[config.mk]
export PLATFORM = sky130hd
export DESIGN_NAME = ysyx_24100005_mem_arbiter_flat
export DESIGN_NICKNAME = d
export VERILOG_FILES = /design/src/rtl/ysyx_24100005_mem_arbiter_if.sv /design/src/rtl/ysyx_24100005_mem_arbiter.sv /design/src/flat_wrapper.sv
export SDC_FILE = /design/constraint.sdc
export NUM_CORES = 1
export LEC_CHECK = 0
export BUFFER_PORTS_ARGS = -buffer_cell sky130_fd_sc_hd__buf_4
export CAP_MARGIN = 40
export CORE_AREA = 2 2 126 128
export DETAILED_ROUTE_END_ITERATION = 10
export DIE_AREA = 0 0 128 130
export GPL_TIMING_DRIVEN = 0
export PLACE_DENSITY_LB_ADDON = 0.25
export SYNTH_ARGS = -nofsm -noshare
export SYNTH_HDL_FRONTEND = slang
export SYNTH_SLANG_ARGS = --single-unit
[constraint.sdc]
create_clock -name clk -period 5.9 [get_ports clk]
set_input_delay 1.18 -clock clk [delete_from_list [all_inputs] [get_ports clk]]
set_output_delay 1.18 -clock clk [all_outputs]
set_load 0.01 [all_outputs]
[src/rtl/ysyx_24100005_mem_arbiter_if.sv]
// Bus bundle between the IFU/LSU requesters, the memory arbiter and the npcmem wrapper.
// The slave modport is the arbiter's view; the master modport is the surrounding system's view.
interface ysyx_24100005_mem_arbiter_if #(
    parameter int ADDR_W = 32,
    parameter int DATA_W = 32
);
    logic              s0_req_valid;
    logic              s0_req_ready;
    logic [ADDR_W-1:0] s0_addr;
    logic              s0_wen;
    logic [DATA_W-1:0] s0_wdata;
    logic [7:0]        s0_wmask;
    logic              s0_resp_valid;
    logic              s0_resp_ready;
    logic [DATA_W-1:0] s0_rdata;

    logic              s1_req_valid;
    logic              s1_req_ready;
    logic [ADDR_W-1:0] s1_addr;
    logic              s1_wen;
    logic [DATA_W-1:0] s1_wdata;
    logic [7:0]        s1_wmask;
    logic              s1_resp_valid;
    logic              s1_resp_ready;
    logic [DATA_W-1:0] s1_rdata;

    logic              mem_req_valid;
    logic              mem_req_ready;
    logic [ADDR_W-1:0] mem_addr;
    logic              mem_wen;
    logic [DATA_W-1:0] mem_wdata;
    logic [7:0]        mem_wmask;
    logic              mem_resp_valid;
    logic [DATA_W-1:0] mem_rdata;

    modport slave (
        input  s0_req_valid, s0_addr, s0_wen, s0_wdata, s0_wmask, s0_resp_ready,
        output s0_req_ready, s0_resp_valid, s0_rdata,
        input  s1_req_valid, s1_addr, s1_wen, s1_wdata, s1_wmask, s1_resp_ready,
        output s1_req_ready, s1_resp_valid, s1_rdata,
        output mem_req_valid, mem_addr, mem_wen, mem_wdata, mem_wmask,
        input  mem_req_ready, mem_resp_valid, mem_rdata
    );

    modport master (
        output s0_req_valid, s0_addr, s0_wen, s0_wdata, s0_wmask, s0_resp_ready,
        input  s0_req_ready, s0_resp_valid, s0_rdata,
        output s1_req_valid, s1_addr, s1_wen, s1_wdata, s1_wmask, s1_resp_ready,
        input  s1_req_ready, s1_resp_valid, s1_rdata,
        input  mem_req_valid, mem_addr, mem_wen, mem_wdata, mem_wmask,
        output mem_req_ready, mem_resp_valid, mem_rdata
    );
endinterface

[src/rtl/ysyx_24100005_mem_arbiter.sv]
// Round-robin arbiter sharing the npcmem port between instruction fetch (port 0) and load/store (port 1).
// One transaction is in flight at a time: accept, issue, wait for the memory strobe, hand back the response.
module ysyx_24100005_mem_arbiter #(
    parameter int ADDR_W = 32,
    parameter int DATA_W = 32
) (
    input  logic                   clk,
    input  logic                   rst,
    ysyx_24100005_mem_arbiter_if.slave bus,
    output logic                   err
);
    typedef enum logic [1:0] {
        IDLE  = 2'd0,
        ISSUE = 2'd1,
        WAIT  = 2'd2,
        RESP  = 2'd3
    } state_t;

    state_t state;
    state_t state_n;

    logic              last;
    logic              cur;
    logic [ADDR_W-1:0] addr_q;
    logic              wen_q;
    logic [DATA_W-1:0] wdata_q;
    logic [7:0]        wmask_q;
    logic [DATA_W-1:0] rdata_q;
    logic              err_q;

    logic grant0;
    logic grant1;
    logic resp_taken;

    // A tie goes to the port that was not served most recently.
    always_comb begin
        grant0 = 1'b0;
        grant1 = 1'b0;
        if (state == IDLE) begin
            grant0 = bus.s0_req_valid && (!bus.s1_req_valid || last);
            grant1 = bus.s1_req_valid && (!bus.s0_req_valid || !last);
        end
    end

    assign resp_taken = (state == RESP) && (cur ? bus.s1_resp_ready : bus.s0_resp_ready);

    always_comb begin
        state_n = state;
        case (state)
            IDLE:    if (grant0 || grant1)    state_n = ISSUE;
            ISSUE:   if (bus.mem_req_ready)   state_n = WAIT;
            WAIT:    if (bus.mem_resp_valid)  state_n = RESP;
            RESP:    if (resp_taken)          state_n = IDLE;
            default:                          state_n = IDLE;
        endcase
    end

    always_ff @(posedge clk or posedge rst) begin
        if (rst) begin
            state <= IDLE;
        end else begin
            state <= state_n;
        end
    end

    // Request fields are captured once at accept so the memory side sees them stable.
    always_ff @(posedge clk or posedge rst) begin
        if (rst) begin
            cur     <= 1'b0;
            addr_q  <= '0;
            wen_q   <= 1'b0;
            wdata_q <= '0;
            wmask_q <= '0;
        end else if (grant0 || grant1) begin
            cur     <= grant1;
            addr_q  <= grant1 ? bus.s1_addr  : bus.s0_addr;
            wen_q   <= grant1 ? bus.s1_wen   : bus.s0_wen;
            wdata_q <= grant1 ? bus.s1_wdata : bus.s0_wdata;
            wmask_q <= grant1 ? bus.s1_wmask : bus.s0_wmask;
        end
    end

    // Writes return zero so a requester never sees stale bus data on a store.
    always_ff @(posedge clk or posedge rst) begin
        if (rst) begin
            rdata_q <= '0;
        end else if (state == WAIT && bus.mem_resp_valid) begin
            rdata_q <= wen_q ? '0 : bus.mem_rdata;
        end
    end

    always_ff @(posedge clk or posedge rst) begin
        if (rst) begin
            last <= 1'b1;
        end else if (resp_taken) begin
            last <= cur;
        end
    end

    always_ff @(posedge clk or posedge rst) begin
        if (rst) begin
            err_q <= 1'b0;
        end else if (bus.mem_resp_valid && state != WAIT) begin
            err_q <= 1'b1;
        end
    end

    assign bus.s0_req_ready  = grant0;
    assign bus.s1_req_ready  = grant1;
    assign bus.s0_resp_valid = (state == RESP) && !cur;
    assign bus.s1_resp_valid = (state == RESP) && cur;
    assign bus.s0_rdata      = rdata_q;
    assign bus.s1_rdata      = rdata_q;

    assign bus.mem_req_valid = (state == ISSUE);
    assign bus.mem_addr      = addr_q;
    assign bus.mem_wen       = wen_q;
    assign bus.mem_wdata     = wdata_q;
    assign bus.mem_wmask     = wmask_q;

    assign err = err_q;
endmodule

[src/flat_wrapper.sv]
// flat-port wrapper written by rule: the top's interface ports become plain ports
module ysyx_24100005_mem_arbiter_flat 
#(
    parameter int ADDR_W = 32,
    parameter int DATA_W = 32
)
  (clk, rst, err, bus_s0_req_valid, bus_s0_addr, bus_s0_wen, bus_s0_wdata, bus_s0_wmask, bus_s0_resp_ready, bus_s0_req_ready, bus_s0_resp_valid, bus_s0_rdata, bus_s1_req_valid, bus_s1_addr, bus_s1_wen, bus_s1_wdata, bus_s1_wmask, bus_s1_resp_ready, bus_s1_req_ready, bus_s1_resp_valid, bus_s1_rdata, bus_mem_req_valid, bus_mem_addr, bus_mem_wen, bus_mem_wdata, bus_mem_wmask, bus_mem_req_ready, bus_mem_resp_valid, bus_mem_rdata);
  ysyx_24100005_mem_arbiter_if #(.ADDR_W(ADDR_W), .DATA_W(DATA_W)) bus_i ();
  input  logic clk;
  input  logic rst;
  output logic err;
  input wire logic [$bits(bus_i.s0_req_valid)-1:0] bus_s0_req_valid;
  input wire logic [$bits(bus_i.s0_addr)-1:0] bus_s0_addr;
  input wire logic [$bits(bus_i.s0_wen)-1:0] bus_s0_wen;
  input wire logic [$bits(bus_i.s0_wdata)-1:0] bus_s0_wdata;
  input wire logic [$bits(bus_i.s0_wmask)-1:0] bus_s0_wmask;
  input wire logic [$bits(bus_i.s0_resp_ready)-1:0] bus_s0_resp_ready;
  output wire logic [$bits(bus_i.s0_req_ready)-1:0] bus_s0_req_ready;
  output wire logic [$bits(bus_i.s0_resp_valid)-1:0] bus_s0_resp_valid;
  output wire logic [$bits(bus_i.s0_rdata)-1:0] bus_s0_rdata;
  input wire logic [$bits(bus_i.s1_req_valid)-1:0] bus_s1_req_valid;
  input wire logic [$bits(bus_i.s1_addr)-1:0] bus_s1_addr;
  input wire logic [$bits(bus_i.s1_wen)-1:0] bus_s1_wen;
  input wire logic [$bits(bus_i.s1_wdata)-1:0] bus_s1_wdata;
  input wire logic [$bits(bus_i.s1_wmask)-1:0] bus_s1_wmask;
  input wire logic [$bits(bus_i.s1_resp_ready)-1:0] bus_s1_resp_ready;
  output wire logic [$bits(bus_i.s1_req_ready)-1:0] bus_s1_req_ready;
  output wire logic [$bits(bus_i.s1_resp_valid)-1:0] bus_s1_resp_valid;
  output wire logic [$bits(bus_i.s1_rdata)-1:0] bus_s1_rdata;
  output wire logic [$bits(bus_i.mem_req_valid)-1:0] bus_mem_req_valid;
  output wire logic [$bits(bus_i.mem_addr)-1:0] bus_mem_addr;
  output wire logic [$bits(bus_i.mem_wen)-1:0] bus_mem_wen;
  output wire logic [$bits(bus_i.mem_wdata)-1:0] bus_mem_wdata;
  output wire logic [$bits(bus_i.mem_wmask)-1:0] bus_mem_wmask;
  input wire logic [$bits(bus_i.mem_req_ready)-1:0] bus_mem_req_ready;
  input wire logic [$bits(bus_i.mem_resp_valid)-1:0] bus_mem_resp_valid;
  input wire logic [$bits(bus_i.mem_rdata)-1:0] bus_mem_rdata;
  assign bus_i.s0_req_valid = bus_s0_req_valid;
  assign bus_i.s0_addr = bus_s0_addr;
  assign bus_i.s0_wen = bus_s0_wen;
  assign bus_i.s0_wdata = bus_s0_wdata;
  assign bus_i.s0_wmask = bus_s0_wmask;
  assign bus_i.s0_resp_ready = bus_s0_resp_ready;
  assign bus_s0_req_ready = bus_i.s0_req_ready;
  assign bus_s0_resp_valid = bus_i.s0_resp_valid;
  assign bus_s0_rdata = bus_i.s0_rdata;
  assign bus_i.s1_req_valid = bus_s1_req_valid;
  assign bus_i.s1_addr = bus_s1_addr;
  assign bus_i.s1_wen = bus_s1_wen;
  assign bus_i.s1_wdata = bus_s1_wdata;
  assign bus_i.s1_wmask = bus_s1_wmask;
  assign bus_i.s1_resp_ready = bus_s1_resp_ready;
  assign bus_s1_req_ready = bus_i.s1_req_ready;
  assign bus_s1_resp_valid = bus_i.s1_resp_valid;
  assign bus_s1_rdata = bus_i.s1_rdata;
  assign bus_mem_req_valid = bus_i.mem_req_valid;
  assign bus_mem_addr = bus_i.mem_addr;
  assign bus_mem_wen = bus_i.mem_wen;
  assign bus_mem_wdata = bus_i.mem_wdata;
  assign bus_mem_wmask = bus_i.mem_wmask;
  assign bus_i.mem_req_ready = bus_mem_req_ready;
  assign bus_i.mem_resp_valid = bus_mem_resp_valid;
  assign bus_i.mem_rdata = bus_mem_rdata;
  ysyx_24100005_mem_arbiter #(.ADDR_W(ADDR_W), .DATA_W(DATA_W)) u_core (.clk(clk), .rst(rst), .bus(bus_i), .err(err));
endmodule
=== Word-level counts from Yosys, hierarchy flattened ===
Index checks and enable logic that the tools add are counted.

* Logic and storage cells: 46
* Register bits after elaboration: 110
* Output and inout port bits: 143
* Input port bits: 186

* Reductions and logical operators: 16
* Equality and inequality tests: 8
* Muxes and demuxes: 13

{| class="wikitable"
|+ Operators with widths
! cell !! number
|-
| $mux W32 || 3
|-
| $mux W2 || 4
|-
| $mux W8 || 1
|-
| $pmux W2 S4 || 1
|-
| $logic_and A1 B1 Y1 || 7
|-
| $ne A2 B2 Y1 const B || 3
|-
| $eq A2 B2 Y1 const B || 2
|-
| $logic_not A1 Y1 || 4
|-
| $mux W1 || 4
|-
| $ne A2 B1 Y1 const B || 2
|-
| $reduce_and A4 Y1 || 1
|-
| $logic_or A1 B1 Y1 || 3
|-
| $eq A2 B1 Y1 const B || 1
|-
| $logic_not A2 Y1 || 1
|}

=== Logic depth before layout (Yosys ltp) ===
* Word-level depth: 7
* Mapped depth: 8
* Mapped depth without buffers: 5

=== Worst setup path before layout ===
Ideal clock, no wire load.

* Path kind: input to output
* Start point: input bus_s1_req_valid
* End point: output bus_s1_req_ready
* Data arrival time: 1.835 ns
* Required time: 4.720 ns
* Stages: 5
* Path slack: 2.885 ns
* Path through: nand2_2 > buf_6 > buf_6 > clkbuf_1 > nor2_1

* Word-level cells in the longest chain between the ends: 2

{| class="wikitable"
|+ RTL lines
! item !! RTL line !! source
|-
| start: declaration || flat_wrapper.sv:21 || <nowiki>input wire logic [$bits(bus_i.s1_req_valid)-1:0] bus_s1_req_valid;</nowiki>
|-
| $logic_and A1 B1 Y1 || ysyx_24100005_mem_arbiter.sv:41 || <nowiki>grant1 = bus.s1_req_valid && (!bus.s0_req_valid || !last);</nowiki>
|-
| $mux W1 || ysyx_24100005_mem_arbiter.sv:39 || <nowiki>if (state == IDLE) begin</nowiki>
|-
| end: declaration || flat_wrapper.sv:27 || <nowiki>output wire logic [$bits(bus_i.s1_req_ready)-1:0] bus_s1_req_ready;</nowiki>
|}

Every way passes these cells.

=== Worst setup path in the final report ===
Ends and elaborated chain as after synthesis.

==> results.txt <==
----------------------------------------------------
[Status]
  Result of the run ... complete, no violations

[Die]
  Overall die area ... 16600 µm²
  Overall die height ... 130 µm
  X dimension of the die ... 128 µm
  Initial cell density of the core ... 0.369
  I/O Pins ... roughly 330
  Floorplan row count ... 46
  Placeable core region ... around 15000 µm²

[Logic synthesis]
  Mapped Area ... 5690 µm²
  Syn Inst Count ... 621
  Number of enable flip-flop cells after synthesis ... 0
  Post-synthesis register bit count ... 110
  Yosys warns ... 0
  Share of the yosys chip area belonging to registers ... 0.484
  Mean post-synth cell area ... 9.17 µm²
  Fraction of registers with async set/reset ... 1.00
  Post-synth top flop ... sky130_fd_sc_hd__dfrtp_1
  Net Count, Synth ... slightly above 800
  Library cells used by synthesis ... 28

[Place]
  Port-buffer cells ... 328
  Half-perimeter wire length after placement ... ~15 mm
  Routability-driven placement congestion ratio ... 0.832
  # placed instances ... 1142

[Global routing]
  Via count of the first global-routing pass ... 5613
  Global-route wire length before repair ... 29.5 mm
  Overall overflow remaining after global route ... 0
  Largest net degree at the start of global routing ... 58
  All-layer global routing usage ... 0.228
  Antenna violations before repair ... 0

[Flow run]
  Max-cap violations ... 0

[Pwr]
  Largest vdd supply drop ... 236 µV
  Combinational group share of total power ... 0.512
  NetSw ... 1.57 mW
  Share of total power in the clock network ... 0.166
  Total power divided by cell area ... about 460 nW/µm²
  Leak pwr ... 4.07 nW
  Cell internal power dissipation ... 2.49 mW
  Fraction of power consumed by sequential logic ... 0.322
  Sw frac ... 0.387

[Finish]
  Fraction of layout cells with a size suffix above 1 ... 0.411
  Antenna cells ... 0
  Nets@finish ... 1152
  Area growth from synthesis to layout ... 53.7%
  # fillers ... 1455
  Post-route insts no fill ... 1158

[CTS]
  Clock transition at the registers of the reported paths ... 0.07 ns
  Number of buffers added to fix hold violations after cts ... 0
  Post-CTS setup repair buffer count ... 0
  Clock buffers created by TritonCTS ... 9
  Root Driver ... sky130_fd_sc_hd__clkbuf_16
  Clock sink count ... 110
  Insertion delay of the later-clocked pin in the worst-skew pair ... 0.36 ns
  Gates resized, CTS repair ... 0
  CTS HTree Levels ... 3
  Maximum buffer depth of the clock tree ... 2
  Clock tree from TritonCTS ... yes

[Timing]
  Setup violators final ... 0
  Number of endpoints with negative hold slack in the final report ... 0
  Worst-margin pin slew ... 0.532 ns
  Max-slew headroom at the worst pin ... 0.645
  Setup repair after global routing missed its margin ... no
  F_max ... ~290 MHz
  Post-route fraction of the period consumed by the critical path ... 0.594
  Layout Skew ... just under 0.01 ns
  Final worst path period need ... between 3 and 4 ns
  Final TNS setup ... 0 ns
  Number of slew-limit violations in the final report ... 0

[Critical path]
  Type of the worst setup path ... in2out
  Startpoint kind of the worst setup timing path ... input port
  Crit end category ... output pin
  Cell at the slowest stage of the critical path ... sky130_fd_sc_hd__clkbuf_1
  Critical Path, Cell by Cell ... buf_4, nand2_2, buf_6, buf_6, clkbuf_1, nor2_1, buf_4
  Worst path required time ... 4.72 ns
  Critical path fanouts, max ... 10
  Crit path largest cell delay ... 0.34 ns
  Arrival time worst endpoint ... 2.33 ns

[Routing]
  Final antenna-violating net count ... 0
  Iteration count of the initial detailed-routing pass ... 4
  Residual DRC count ... 0
  Detail-routed net length per standard cell ... 17.1 µm
  Detailed router's first-iteration violation count ... ~180
  Detailed-route via count ... 5751
  Aggregate routed wire length ... 19.8 mm
  Detail-routed via count per cell ... between 4 and 5

[Hold path]
  Hold crit path type ... reg2reg

----------------------------------------------------
## final timing paths
path                                                end             start  slack, ns  cells past startpoint
min in group asynchronous       u_core.bus.mem_addr[18]               rst       0.87                      2
worst min-delay path                         u_core.err        u_core.err       0.46                      1
worst max register to register  u_core.bus.mem_wdata[5]   u_core.state[0]       3.79                      6
worst max-delay path                   bus_s1_req_ready  bus_s1_req_valid       2.39                      7
worst min register to register               u_core.err        u_core.err       0.46                      1
max in group asynchronous        u_core.bus.mem_addr[2]               rst       4.35                      3
## per-layer routing
| layer | up-vias | wire length, µm | GRT usage |
|---|---|---|---|
| li1 | 2826 | - | - |
| met1 | 2675 | 7750 | 0.259 |
| met2 | 230 | 10100 | 0.412 |
| met3 | 20 | 1620 | 0.0668 |
| met4 | 0 | 320 | 0.0802 |
| met5 | - | 0 | 0 |
## power groups by stage
stage	sequential, mW	combinational [mW]	clock, mW
floorplan	1.43	0.958	0
global placement	1.31	2.08	0
detailed placement	1.32	2.11	0
CTS	1.31	2.11	0.685
global route	1.35	2.30	0.713
finish	1.31	2.08	0.674
## flip-flops by register name, indices dropped and copies added (netlist names)
register / count
u_core.bus.mem_addr: 32
u_core.bus.mem_wdata: 32
u_core.bus.mem_wen: 1
u_core.bus.mem_wmask: 8
u_core.bus.s0_rdata: 32
u_core.cur: 1
u_core.err: 1
u_core.last: 1
u_core.state: 2
## metrics by stage
stage	power [mW]	utilization	setup slack, ns	area, µm²	hold WS, ns
3_5_place_dp	3.43	0.546	2.39	8430	0.454
5_1_grt	4.36	0.567	2.34	8750	0.500
2_1_floorplan	2.39	-	1.82	5690	0.493
4_1_cts	4.11	0.567	2.39	8750	0.471
3_3_place_gp	3.39	0.544	0.280	8400	0.448
6_report	4.06	0.567	2.39	8750	0.462
## critical path, delay by kind of cell
family                 cells  cell delay, ns
buffers and inverters      5            0.93
and+or+nand+nor            2            0.19
## Yosys cell counts, types with 3 or more instances
library cell,n,area (µm²)
sky130_fd_sc_hd__dfrtp_1,109,2730
sky130_fd_sc_hd__o21ai_0,105,526
sky130_fd_sc_hd__nand2_1,35,131
sky130_fd_sc_hd__ha_1,5,62.6
sky130_fd_sc_hd__buf_1,3,11.3
sky130_fd_sc_hd__a21oi_1,3,15.0
sky130_fd_sc_hd__buf_6,4,45.0
sky130_fd_sc_hd__clkbuf_1,48,180
sky130_fd_sc_hd__nand2b_1,32,200
sky130_fd_sc_hd__or3b_2,8,70.1
sky130_fd_sc_hd__or3b_1,65,569
sky130_fd_sc_hd__a31oi_1,73,457
sky130_fd_sc_hd__buf_4,32,240
sky130_fd_sc_hd__nor2_1,76,285
sky130_fd_sc_hd__nor2b_1,3,18.8
sky130_fd_sc_hd__inv_1,6,22.5
## area by class of cell
cell class / count / area, µm² / area share
clock buffers: 10 / 239 / 0.0273
flip-flops and latches: 110 / 2750 / 0.315
clock inverters: 6 / 85.1 / 0.00972
plain buffers: 89 / 487 / 0.0556
repair buffers: 329 / 2490 / 0.284
well taps: 192 / 240 / 0.0274
multi-input cells: 416 / 2430 / 0.278
inverters: 6 / 27.5 / 0.00314
## layout by cell type, fill, tap and decap left out
cell	n
sky130_fd_sc_hd__or3b_1	65
sky130_fd_sc_hd__ha_1	5
sky130_fd_sc_hd__nand2_1	35
sky130_fd_sc_hd__nor2_1	76
sky130_fd_sc_hd__inv_1	5
sky130_fd_sc_hd__nor3b_1	1
sky130_fd_sc_hd__clkbuf_8	1
sky130_fd_sc_hd__dfstp_2	1
sky130_fd_sc_hd__clkbuf_1	48
sky130_fd_sc_hd__buf_4	360
sky130_fd_sc_hd__dfrtp_1	109
sky130_fd_sc_hd__nand2b_1	32
sky130_fd_sc_hd__a2111oi_2	1
sky130_fd_sc_hd__mux2i_1	2
sky130_fd_sc_hd__clkbuf_16	9
sky130_fd_sc_hd__buf_1	3
sky130_fd_sc_hd__nand2_2	1
sky130_fd_sc_hd__o22ai_1	1
sky130_fd_sc_hd__o21ai_0	105
sky130_fd_sc_hd__mux2_2	1
sky130_fd_sc_hd__nor2b_1	3
sky130_fd_sc_hd__clkinvlp_4	2
sky130_fd_sc_hd__and2_4	1
sky130_fd_sc_hd__buf_2	2
sky130_fd_sc_hd__bufinv_16	2
sky130_fd_sc_hd__a21oi_1	3
sky130_fd_sc_hd__inv_6	1
sky130_fd_sc_hd__and2_1	1
sky130_fd_sc_hd__a31oi_1	73
sky130_fd_sc_hd__buf_6	4
sky130_fd_sc_hd__a21o_1	1
sky130_fd_sc_hd__o21a_1	1
sky130_fd_sc_hd__or3b_2	8
sky130_fd_sc_hd__clkinv_2	2
sky130_fd_sc_hd__buf_16	1
## cells by family (layout without fill, tap and decap cells)
| logic type | after synthesis | in the layout | synth area share |
|---|---|---|---|
| AND/OR/NAND/NOR | 223 | 223 | 0.229 |
| AO/OA/AOI/OAI | 185 | 185 | 0.181 |
| flip-flops | 110 | 110 | 0.484 |
| buffers and inverters | 95 | 440 | 0.0894 |
| adder cells (fa/ha/maj) | 5 | 5 | 0.0110 |
| multiplexers | 3 | 3 | 0.00549 |
Power figures use the tool's default switching activity.
